$ cat src/rtl/noc_proc_iface.sv
// noc_proc_iface: processor-side network interface for one node of the 2x2 mesh.
// The TX path queues send requests and presents them to the router through a
// three-state send sequencer. The RX path queues flits the router delivers.
// Optional build macro: NOC_IFACE_LOOPBACK_EN (self-addressed flits bypass the
// router and go straight into the local RX queue).
//
// State  | Meaning
// -------+-------------------------------------------------------------
// IDLE   | configure[0]=0; waiting for a TX head (and no global block)
// DRIVE  | configure holds the flit with strobe set until router_ready
// GAP    | one cycle with strobe low, dest/payload held, then IDLE
module noc_proc_iface #(
  parameter int NODE_ID   = 0,
  parameter int TXQ_DEPTH = 4,
  parameter int RXQ_DEPTH = 4
) (
  input  logic        clock,
  input  logic        reset,
  input  logic        tx_valid,
  output logic        tx_ready,
  input  logic [1:0]  tx_dest,
  input  logic [7:0]  tx_data,
  output logic [10:0] configure,
  input  logic        router_ready,
  input  logic        block_all_paths,
  input  logic [8:0]  recieve_data,
  output logic        rx_valid,
  input  logic        rx_ready,
  output logic [7:0]  rx_data,
  output logic [7:0]  tx_sent_count,
  output logic [7:0]  rx_drop_count
);

  localparam int TAW = $clog2(TXQ_DEPTH);
  localparam int RAW = $clog2(RXQ_DEPTH);
  localparam logic [TAW:0] TPTR_ONE = 1;
  localparam logic [RAW:0] RPTR_ONE = 1;

  // Elaboration guard: the mesh only has four nodes.
  if (NODE_ID < 0 || NODE_ID > 3) begin : g_bad_node_id
    $error("noc_proc_iface: NODE_ID must be in 0..3");
  end

`ifdef NOC_IFACE_LOOPBACK_EN
  localparam logic [1:0] NODE_ADDR = NODE_ID[1:0];
`endif

  typedef enum logic [1:0] {
    ST_IDLE  = 2'd0,
    ST_DRIVE = 2'd1,
    ST_GAP   = 2'd2
  } state_e;

  state_e       state_q, state_d;
  logic [10:0]  cfg_q, cfg_d;
  logic [7:0]   sent_q, sent_d;
  logic [7:0]   drop_q, drop_d;
  logic         live_q;

  // TX queue storage and pointers (extra MSB distinguishes full from empty)
  logic [1:0]   txq_dest_q [TXQ_DEPTH];
  logic [7:0]   txq_data_q [TXQ_DEPTH];
  logic [TAW:0] tx_wr_q, tx_wr_d;
  logic [TAW:0] tx_rd_q, tx_rd_d;
  logic         tx_empty, tx_full, tx_push, tx_pop;
  logic [1:0]   head_dest;
  logic [7:0]   head_data;

  // RX queue storage and pointers
  logic [7:0]   rxq_data_q [RXQ_DEPTH];
  logic [RAW:0] rx_wr_q, rx_wr_d;
  logic [RAW:0] rx_rd_q, rx_rd_d;
  logic         rx_empty, rx_full, rx_pop, rx_push;
  logic         rtr_flit, rtr_accept, rtr_drop, lb_push;
  logic [7:0]   rx_push_data;

  assign tx_empty  = (tx_wr_q == tx_rd_q);
  assign tx_full   = (tx_wr_q[TAW] != tx_rd_q[TAW]) &&
                     (tx_wr_q[TAW-1:0] == tx_rd_q[TAW-1:0]);
  // live_q keeps tx_ready low until the first edge after reset release.
  assign tx_ready  = live_q && !tx_full;
  assign tx_push   = tx_valid && tx_ready;
  assign head_dest = txq_dest_q[tx_rd_q[TAW-1:0]];
  assign head_data = txq_data_q[tx_rd_q[TAW-1:0]];

  assign rx_empty  = (rx_wr_q == rx_rd_q);
  assign rx_full   = (rx_wr_q[RAW] != rx_rd_q[RAW]) &&
                     (rx_wr_q[RAW-1:0] == rx_rd_q[RAW-1:0]);
  assign rx_valid  = !rx_empty;
  assign rx_data   = rx_empty ? 8'h00 : rxq_data_q[rx_rd_q[RAW-1:0]];
  assign rx_pop    = rx_valid && rx_ready;

  // A full queue still takes a router flit when the head leaves that same cycle.
  assign rtr_flit     = recieve_data[8];
  assign rtr_accept   = rtr_flit && (!rx_full || rx_pop);
  assign rtr_drop     = rtr_flit && rx_full && !rx_pop;
  assign rx_push      = rtr_accept || lb_push;
  assign rx_push_data = rtr_flit ? recieve_data[7:0] : head_data;

  assign configure     = cfg_q;
  assign tx_sent_count = sent_q;
  assign rx_drop_count = drop_q;

  // Send sequencer next-state and configure word
  always_comb begin
    state_d = state_q;
    cfg_d   = cfg_q;
    tx_pop  = 1'b0;
    lb_push = 1'b0;
    sent_d  = sent_q;
    unique case (state_q)
      ST_IDLE: begin
        cfg_d[0] = 1'b0;
`ifdef NOC_IFACE_LOOPBACK_EN
        // Local flits wait for a free RX slot and for the router push to clear.
        if (!tx_empty && (head_dest == NODE_ADDR)) begin
          if (!rtr_flit && !rx_full) begin
            tx_pop  = 1'b1;
            lb_push = 1'b1;
          end
        end else
`endif
        if (!tx_empty && !block_all_paths) begin
          cfg_d   = {head_data, head_dest, 1'b1};
          tx_pop  = 1'b1;
          state_d = ST_DRIVE;
        end
      end
      ST_DRIVE: begin
        if (router_ready) begin
          cfg_d[0] = 1'b0;
          sent_d   = sent_q + 8'd1;
          state_d  = ST_GAP;
        end
      end
      ST_GAP: begin
        cfg_d[0] = 1'b0;
        state_d  = ST_IDLE;
      end
      default: begin
        cfg_d   = '0;
        state_d = ST_IDLE;
      end
    endcase
  end

  // Pointer and drop-counter next-state
  always_comb begin
    tx_wr_d = tx_wr_q;
    tx_rd_d = tx_rd_q;
    rx_wr_d = rx_wr_q;
    rx_rd_d = rx_rd_q;
    drop_d  = drop_q;
    if (tx_push) tx_wr_d = tx_wr_q + TPTR_ONE;
    if (tx_pop)  tx_rd_d = tx_rd_q + TPTR_ONE;
    if (rx_push) rx_wr_d = rx_wr_q + RPTR_ONE;
    if (rx_pop)  rx_rd_d = rx_rd_q + RPTR_ONE;
    if (rtr_drop && (drop_q != 8'hFF)) drop_d = drop_q + 8'd1;
  end

  // Control state: sequencer, counters, queue pointers
  always_ff @(posedge clock or negedge reset) begin
    if (!reset) begin
      state_q <= ST_IDLE;
      cfg_q   <= '0;
      sent_q  <= '0;
      drop_q  <= '0;
      live_q  <= 1'b0;
      tx_wr_q <= '0;
      tx_rd_q <= '0;
      rx_wr_q <= '0;
      rx_rd_q <= '0;
    end else begin
      state_q <= state_d;
      cfg_q   <= cfg_d;
      sent_q  <= sent_d;
      drop_q  <= drop_d;
      live_q  <= 1'b1;
      tx_wr_q <= tx_wr_d;
      tx_rd_q <= tx_rd_d;
      rx_wr_q <= rx_wr_d;
      rx_rd_q <= rx_rd_d;
    end
  end

  // Queue storage; contents are only visible through valid pointers
  always_ff @(posedge clock) begin
    if (tx_push) begin
      txq_dest_q[tx_wr_q[TAW-1:0]] <= tx_dest;
      txq_data_q[tx_wr_q[TAW-1:0]] <= tx_data;
    end
    if (rx_push) begin
      rxq_data_q[rx_wr_q[RAW-1:0]] <= rx_push_data;
    end
  end

endmodule

$ cat config.mk
export PLATFORM = sky130hd
export DESIGN_NAME = noc_proc_iface
export DESIGN_NICKNAME = d
export VERILOG_FILES = /design/src/rtl/noc_proc_iface.sv
export SDC_FILE = /design/constraint.sdc
export NUM_CORES = 1
export LEC_CHECK = 0
export CORE_UTILIZATION = 50
export DETAILED_ROUTE_END_ITERATION = 10
export PLACE_DENSITY = 0.85
export SYNTH_ARGS = -nofsm -noshare
export SYNTH_HDL_FRONTEND = slang
export SYNTH_SLANG_ARGS = --single-unit
$ cat constraint.sdc
create_clock -name clock -period 2.1 [get_ports clock]
set_input_delay 0.315 -clock clock [delete_from_list [all_inputs] [get_ports clock]]
set_output_delay 0.315 -clock clock [all_outputs]
set_load 0.01 [all_outputs]
==> impl_metrics.csv, run 1 <==
group,metric,value,unit
status,status,"finished with violations",
status,violations,"negative setup slack",
yosys,synth_compound_area_share,3.00,%
yosys,ys_warn_count,0,
clocking,h-tree-depth,4,
route,vias_per_cell,5.19,
setup_path,endpoint_kind,"output port",
timing,finClkSkew,6.38,ps
clocking,clockBufferDepth,2,
yosys,synth_edf_count,72,
global_route,grt_pass1_wl,14.8,mm
yosys,synth_cells,281,
yosys,syn_area,4890,µm²
timing,tightest_slew,549,ps
global_route,grt_pass1_vias,2839,
power,total_power,9.53,mW
job,drv_cap,0,
route,firstDrtPassIters,4,
placement,dp_cells,476,
yosys,synth_xor_area_share,5.74,%
yosys,ys_async_sr_fraction,36.8,%
die,std_cell_rows,35,
die,io_pins,62,
route,wl_per_cell,17.8,µm
yosys,synth_area_leader_cell,"edfxtp_1",
yosys,synth_seq_area_share,65.8,%
yosys,muxShareOfSynthArea,12.6,%
timing,whs,423,ps
cells_and_area,stdcell_count,516,
die,die_area,10200,µm²
clocking,path_clk_slew,60,ps
yosys,syn_nets,321,
yosys,syn_area_per_cell,17.4,µm²
cells_and_area,drive_gt1_share,30.2,%
die,die_height,101,µm
route,drtIter0Drc,194,
cells_and_area,diodes,0,
route,antenna_left,0,
timing,setup_violations,2,
timing,period_share,102,%
power,power_density,1500,nW/µm²
route,wirelength,9.17,mm
route,drc,0,
placement,place_congestion,0.754,
yosys,synth-simple-area-share,6.81,%
timing,max_freq,0.469,GHz
yosys,synth.distinct_cells,39,
yosys,yosysMostFrequentCell,"edfxtp_1",
clocking,cts_tree,"yes",
yosys,synth_area_leaders,"edfxtp_1 (44%), dfrtp_1 (22%), mux4_2 (4.6%)",
setup_path,arrival,1820,ps
clocking,cts_buffers,17,
timing,min_period,2130,ps
power,ir_worst_vdd,0.000722,V
global_route,track_usage,20.0,%
placement,dp_hpwl,5.81,mm
cells_and_area,fin_nets,414,
setup_path,cp-start-kind,"flop",
yosys,synthAdderAreaFrac,3.84,%
min_path,hold_path_class,"input port to asynchronous set/reset pin",
timing,maxSlewViolCount,0,
global_route,antenna_found_initial,0,
clocking,clock_sinks,114,
die,core,9370,µm²
yosys,synthTopCellsByCount,"edfxtp_1 (72), dfrtp_1 (42), xor2_1 (16)",
placement,io_buffers,61,
cells_and_area,syn2layout_area_growth,29.9,%
timing,hold_viol,0,
route,num_vias,2678,
setup_path,cp.required,1780,ps
timing,postLayoutSetupSlackWorst,-34.5,ps
clocking,cts_root_buffer,"clkbuf_8",
yosys,synth_top_family_by_area,"multiplexers",
global_route,grt_max_degree,43,
clocking,clk_latency,500,ps
die,dieWidth,101,µm
timing,rsz0062_at_grt,"yes",
setup_path,critPathMaxFanout,5,
power,power.leakage,2.50,nW
yosys,synthFlopType,"edfxtp_1",
cells_and_area,postLayoutCoreUtil,67.7,%
global_route,grt_overflow_total,0,
setup_path,worstSetupPathType,"flop to output port",
yosys,ys_ff_latch,114,
yosys,synth_top_area_share,44.3,%
timing,relSlewSlack,63.4,%
die,start_util,52.1,%
[layout make-up]
type	instances	area [µm²]
fillers	673	3030
well taps	129	161
clock buffers	17	414
inverters	7	26.3
clock inverters	15	156
multi-input cells	149	1570
flip-flops and latches	114	3220
repair buffers	85	798
[report_power, final]
part / internal [mW] / total (mW) / switching [mW]
Sequential: 3.00 / 3.39 / 0.385
Clock: 1.69 / 2.71 / 1.02
Combinational: 1.91 / 3.44 / 1.53
Total: 6.60 / 9.53 / 2.93
[per-layer routing]
layer  global-route usage [%]  wire length, µm  vias to the layer above
met5                        0                0                        -
met3                     4.30              249                       12
met2                     33.6             4740                       55
met4                     6.69              102                        0
met1                     26.2             4080                     1363
li1                         -                -                     1248
[flip-flops by register name, summed over array words and instances (netlist names), 3 cells and up]
register and flops:
rxq_data_q 32, tx_wr_q 3, txq_data_q 32, rx_wr_q 3, rx_drop_count 8, txq_dest_q 8, tx_rd_q 3, tx_sent_count 8
configure 11, rx_rd_q 3
[path summary, 6_finish.rpt]
check / to / slack, ps / startpoint / depth (start not counted)
setup / recovery: rx_data[7] / -30 / rx_rd_q[0] / 4
hold / removal: rx_drop_count[7] / 420 / reset / 3
setup reg to reg: configure[8] / 220 / state_q[0] / 5
hold reg to reg: tx_sent_count[7] / 470 / tx_sent_count[7] / 1
max in group asynchronous: rx_rd_q[1] / 1280 / reset / 3
min in group clock: txq_data_q[1][3] / 450 / tx_data[3] / 1
[stage by stage]
stage	setup slack, ps	setup TNS [ps]	instance area, µm²
after CTS	-59.9	-250	6290
after global routing	-121	-700	6350
after detailed placement	61.5	0	5690
after global placement	128	0	5690
after floorplan	316	0	4890
final	-34.5	-45.8	6350
[cells by family (layout without fill, tap and decap cells)]
| family | after synthesis | after routing |
|---|---|---|
| other | 1 | 1 |
| AOI/OAI and AO/OA | 18 | 18 |
| DFF | 114 | 114 |
| muxes | 34 | 34 |
| adders and majority gates | 15 | 15 |
| xor gates and xnor gates | 29 | 29 |
| and+or+nand+nor | 52 | 52 |
| buffers and inverters | 18 | 124 |
[what timing repair did]
| action | 4_1_cts | 5_1_grt |
|---|---|---|
| cloned | 1 | 0 |
| setup buffers | 5 | 1 |
| pin swaps | 7 | 2 |
| hold buffers | 1 | 0 |
| endpoints found under the setup margin | 10 | 9 |
| endpoints found under the hold margin | 42 | 0 |
| gates resized for setup | 55 | 12 |
[worst max-delay path, cell delays in order (launching register included)]
cell and delay [ps]:
dfrtp_1 370, buf_6 160, mux4_2 510, and2_1 150
buf_2 130
[placed cells by master, fill, tap and decap left out, types with 3 or more instances in the layout]
cell type,count
clkbuf_16,16
and2_1,7
mux2_2,14
nor3_1,3
edfxtp_1,72
and3_2,4
and2_4,5
inv_1,7
mux4_2,18
nand3_1,8
dfrtp_1,40
buf_4,18
and3_1,4
ha_1,15
buf_6,11
inv_6,4
nand2_1,10
clkinvlp_4,4
clkdlybuf4s50_1,50
xnor2_1,11
xor2_1,14
buf_2,4
a22o_1,10
(Power assumes the default switching activity.)
==> inputs of run 2 (changes only) <==
Settings changed: RECOVER_POWER set to 50.
==> run 2 against run 1 <==
The run still ends with negative setup slack left; die area unchanged; design area is 0.30% lower; sequential share of layout area is 0.15 points higher; non-clock buffer count unchanged; clock skew down 0.61 ps; utilization is 0.20 points lower; count of clock-buffer cells in the layout stayed put; clock power hardly changed; first-iteration DRC count decreased by 5.2%; largest power group unchanged.
==> impl_metrics.csv, run 2 (synthesis results as in run 1) <==
group,metric,value,unit
timing,period_share,102,%
timing,tightest_slew,1070,ps
placement,io_buffers,61,
route,num_vias,2675,
global_route,grt_pass1_vias,2839,
global_route,grt_overflow_total,0,
route,drtIter0Drc,184,
route,antenna_left,0,
timing,setup_violations,2,
status,status,"finished with violations",
clocking,cts_buffers,17,
setup_path,worstSetupPathType,"flop to output port",
die,die_area,10200,µm²
timing,postLayoutSetupSlackWorst,-34.7,ps
die,core,9370,µm²
route,wirelength,9.17,mm
cells_and_area,final_common_cell,"edfxtp_1",
die,dieWidth,101,µm
job,drv_cap,0,
route,firstDrtPassIters,4,
min_path,hold_path_class,"flop to flop",
cells_and_area,drive_gt1_share,28.9,%
clocking,cts_root_buffer,"clkbuf_8",
global_route,track_usage,20.0,%
timing,max_freq,0.468,GHz
timing,min_period,2130,ps
placement,pre_cts_ws,61.5,ps
clocking,clockBufferDepth,2,
placement,placed_area,5690,µm²
clocking,cts_tree,"yes",
global_route,grt_pass1_wl,14.8,mm
clocking,clk_latency,500,ps
setup_path,critPathMaxFanout,5,
timing,hold_viol,0,
timing,rsz0062_at_grt,"yes",
timing,relSlewSlack,28.9,%
cells_and_area,fin_nets,414,
setup_path,cp-start-kind,"flop",
die,io_pins,62,
route,wl_per_cell,17.8,µm
global_route,antenna_found_initial,0,
clocking,path_clk_slew,60,ps
cells_and_area,layout_common_cells,"edfxtp_1 (72), dfrtp_1 (40), clkdlybuf4s50_1 (38), mux4_2 (18)",
status,violations,"negative setup slack",
route,vias_per_cell,5.18,
placement,dp_hpwl,5.81,mm
cells_and_area,stdcell_area,6330,µm²
die,start_util,52.1,%
die,std_cell_rows,35,
setup_path,cp.required,1780,ps
die,die_height,101,µm
setup_path,arrival,1820,ps
cells_and_area,syn2layout_area_growth,29.5,%
clocking,clock_sinks,114,
power,ir_worst_vdd,0.000722,V
power,power_density,1500,nW/µm²
clocking,h-tree-depth,4,
timing,maxSlewViolCount,0,
cells_and_area,diodes,0,
power,power.leakage,2.50,nW
route,drc,0,
setup_path,endpoint_kind,"output port",
global_route,grt_max_degree,43,
placement,place_congestion,0.754,
timing,finClkSkew,5.77,ps
==> run 2: cell count changes in the layout (fill, tap and decap cells not counted), moves of 2 or more <==
cell | before | now
buf_4 | 18 | 16
and3_2 | 4 | 1
and3_1 | 4 | 7
clkdlybuf4s50_1 | 50 | 38
dlygate4sd3_1 | 1 | 13
==> run 2: metal layers <==
| metal | up-vias | track usage (%) | part of all wire [%] |
|---|---|---|---|
| met5 | - | 0 | 0 |
| met4 | 0 | 6.69 | 1.1 |
| met3 | 12 | 4.30 | 2.9 |
| met2 | 56 | 33.6 | 52 |
| met1 | 1360 | 26.2 | 44 |
| li1 | 1247 | - | - |
==> run 2: metrics by stage <==
step	power, mW	setup TNS (ps)	hold slack [ps]	instances	util [%]
after CTS	9.35	-250	435	515	67.1
after global placement	6.34	0	420	476	60.7
after global routing	10.0	-702	485	516	67.5
final	9.50	-46.5	473	516	67.5
after detailed placement	6.47	0	421	476	60.7
after floorplan	5.28	0	19.4	281	-
==> run 2: layout make-up <==
| cell class | instances | area [µm²] |
|---|---|---|
| multi-input combinational | 149 | 1560 |
| inverter | 7 | 26.3 |
| tap | 129 | 161 |
| clock inverter | 15 | 156 |
| clock buffer | 17 | 414 |
| sequential | 114 | 3220 |
| fill | 678 | 3040 |
| timing repair buffer | 85 | 796 |
==> run 2: timing repair <==
action,CTS,global route
setup endpoints to repair,10,9
hold buffers,1,0
buffers inserted,5,1
pin swaps,7,2
gates resized for setup,55,12
gates cloned,1,0
hold endpoints to repair,42,0
==> run 2: worst paths after layout <==
kind | from | to | slack [ps] | cells after the start
min in group asynchronous | reset | rx_drop_count[7] | 630 | 3
hold reg to reg | tx_sent_count[7] | tx_sent_count[7] | 470 | 1
max in group asynchronous | reset | rx_rd_q[1] | 760 | 3
setup / recovery | rx_rd_q[0] | rx_data[7] | -30 | 4
hold / removal | tx_sent_count[7] | tx_sent_count[7] | 470 | 1
setup reg to reg | state_q[0] | configure[8] | 230 | 5
==> run 2: where the power goes <==
group	total, mW	internal (mW)	leakage, nW	switching, mW
Combinational	3.41	1.89	1.04	1.52
Clock	2.71	1.69	0.269	1.02
Sequential	3.38	3.00	1.19	0.378
Total	9.50	6.58	2.50	2.92
==> run 2: critical path, cell delays in order, from the launching register on <==
cell     delay (ps)
dfrtp_1         370
buf_6           150
mux4_2          510
and2_1          150
buf_2           130
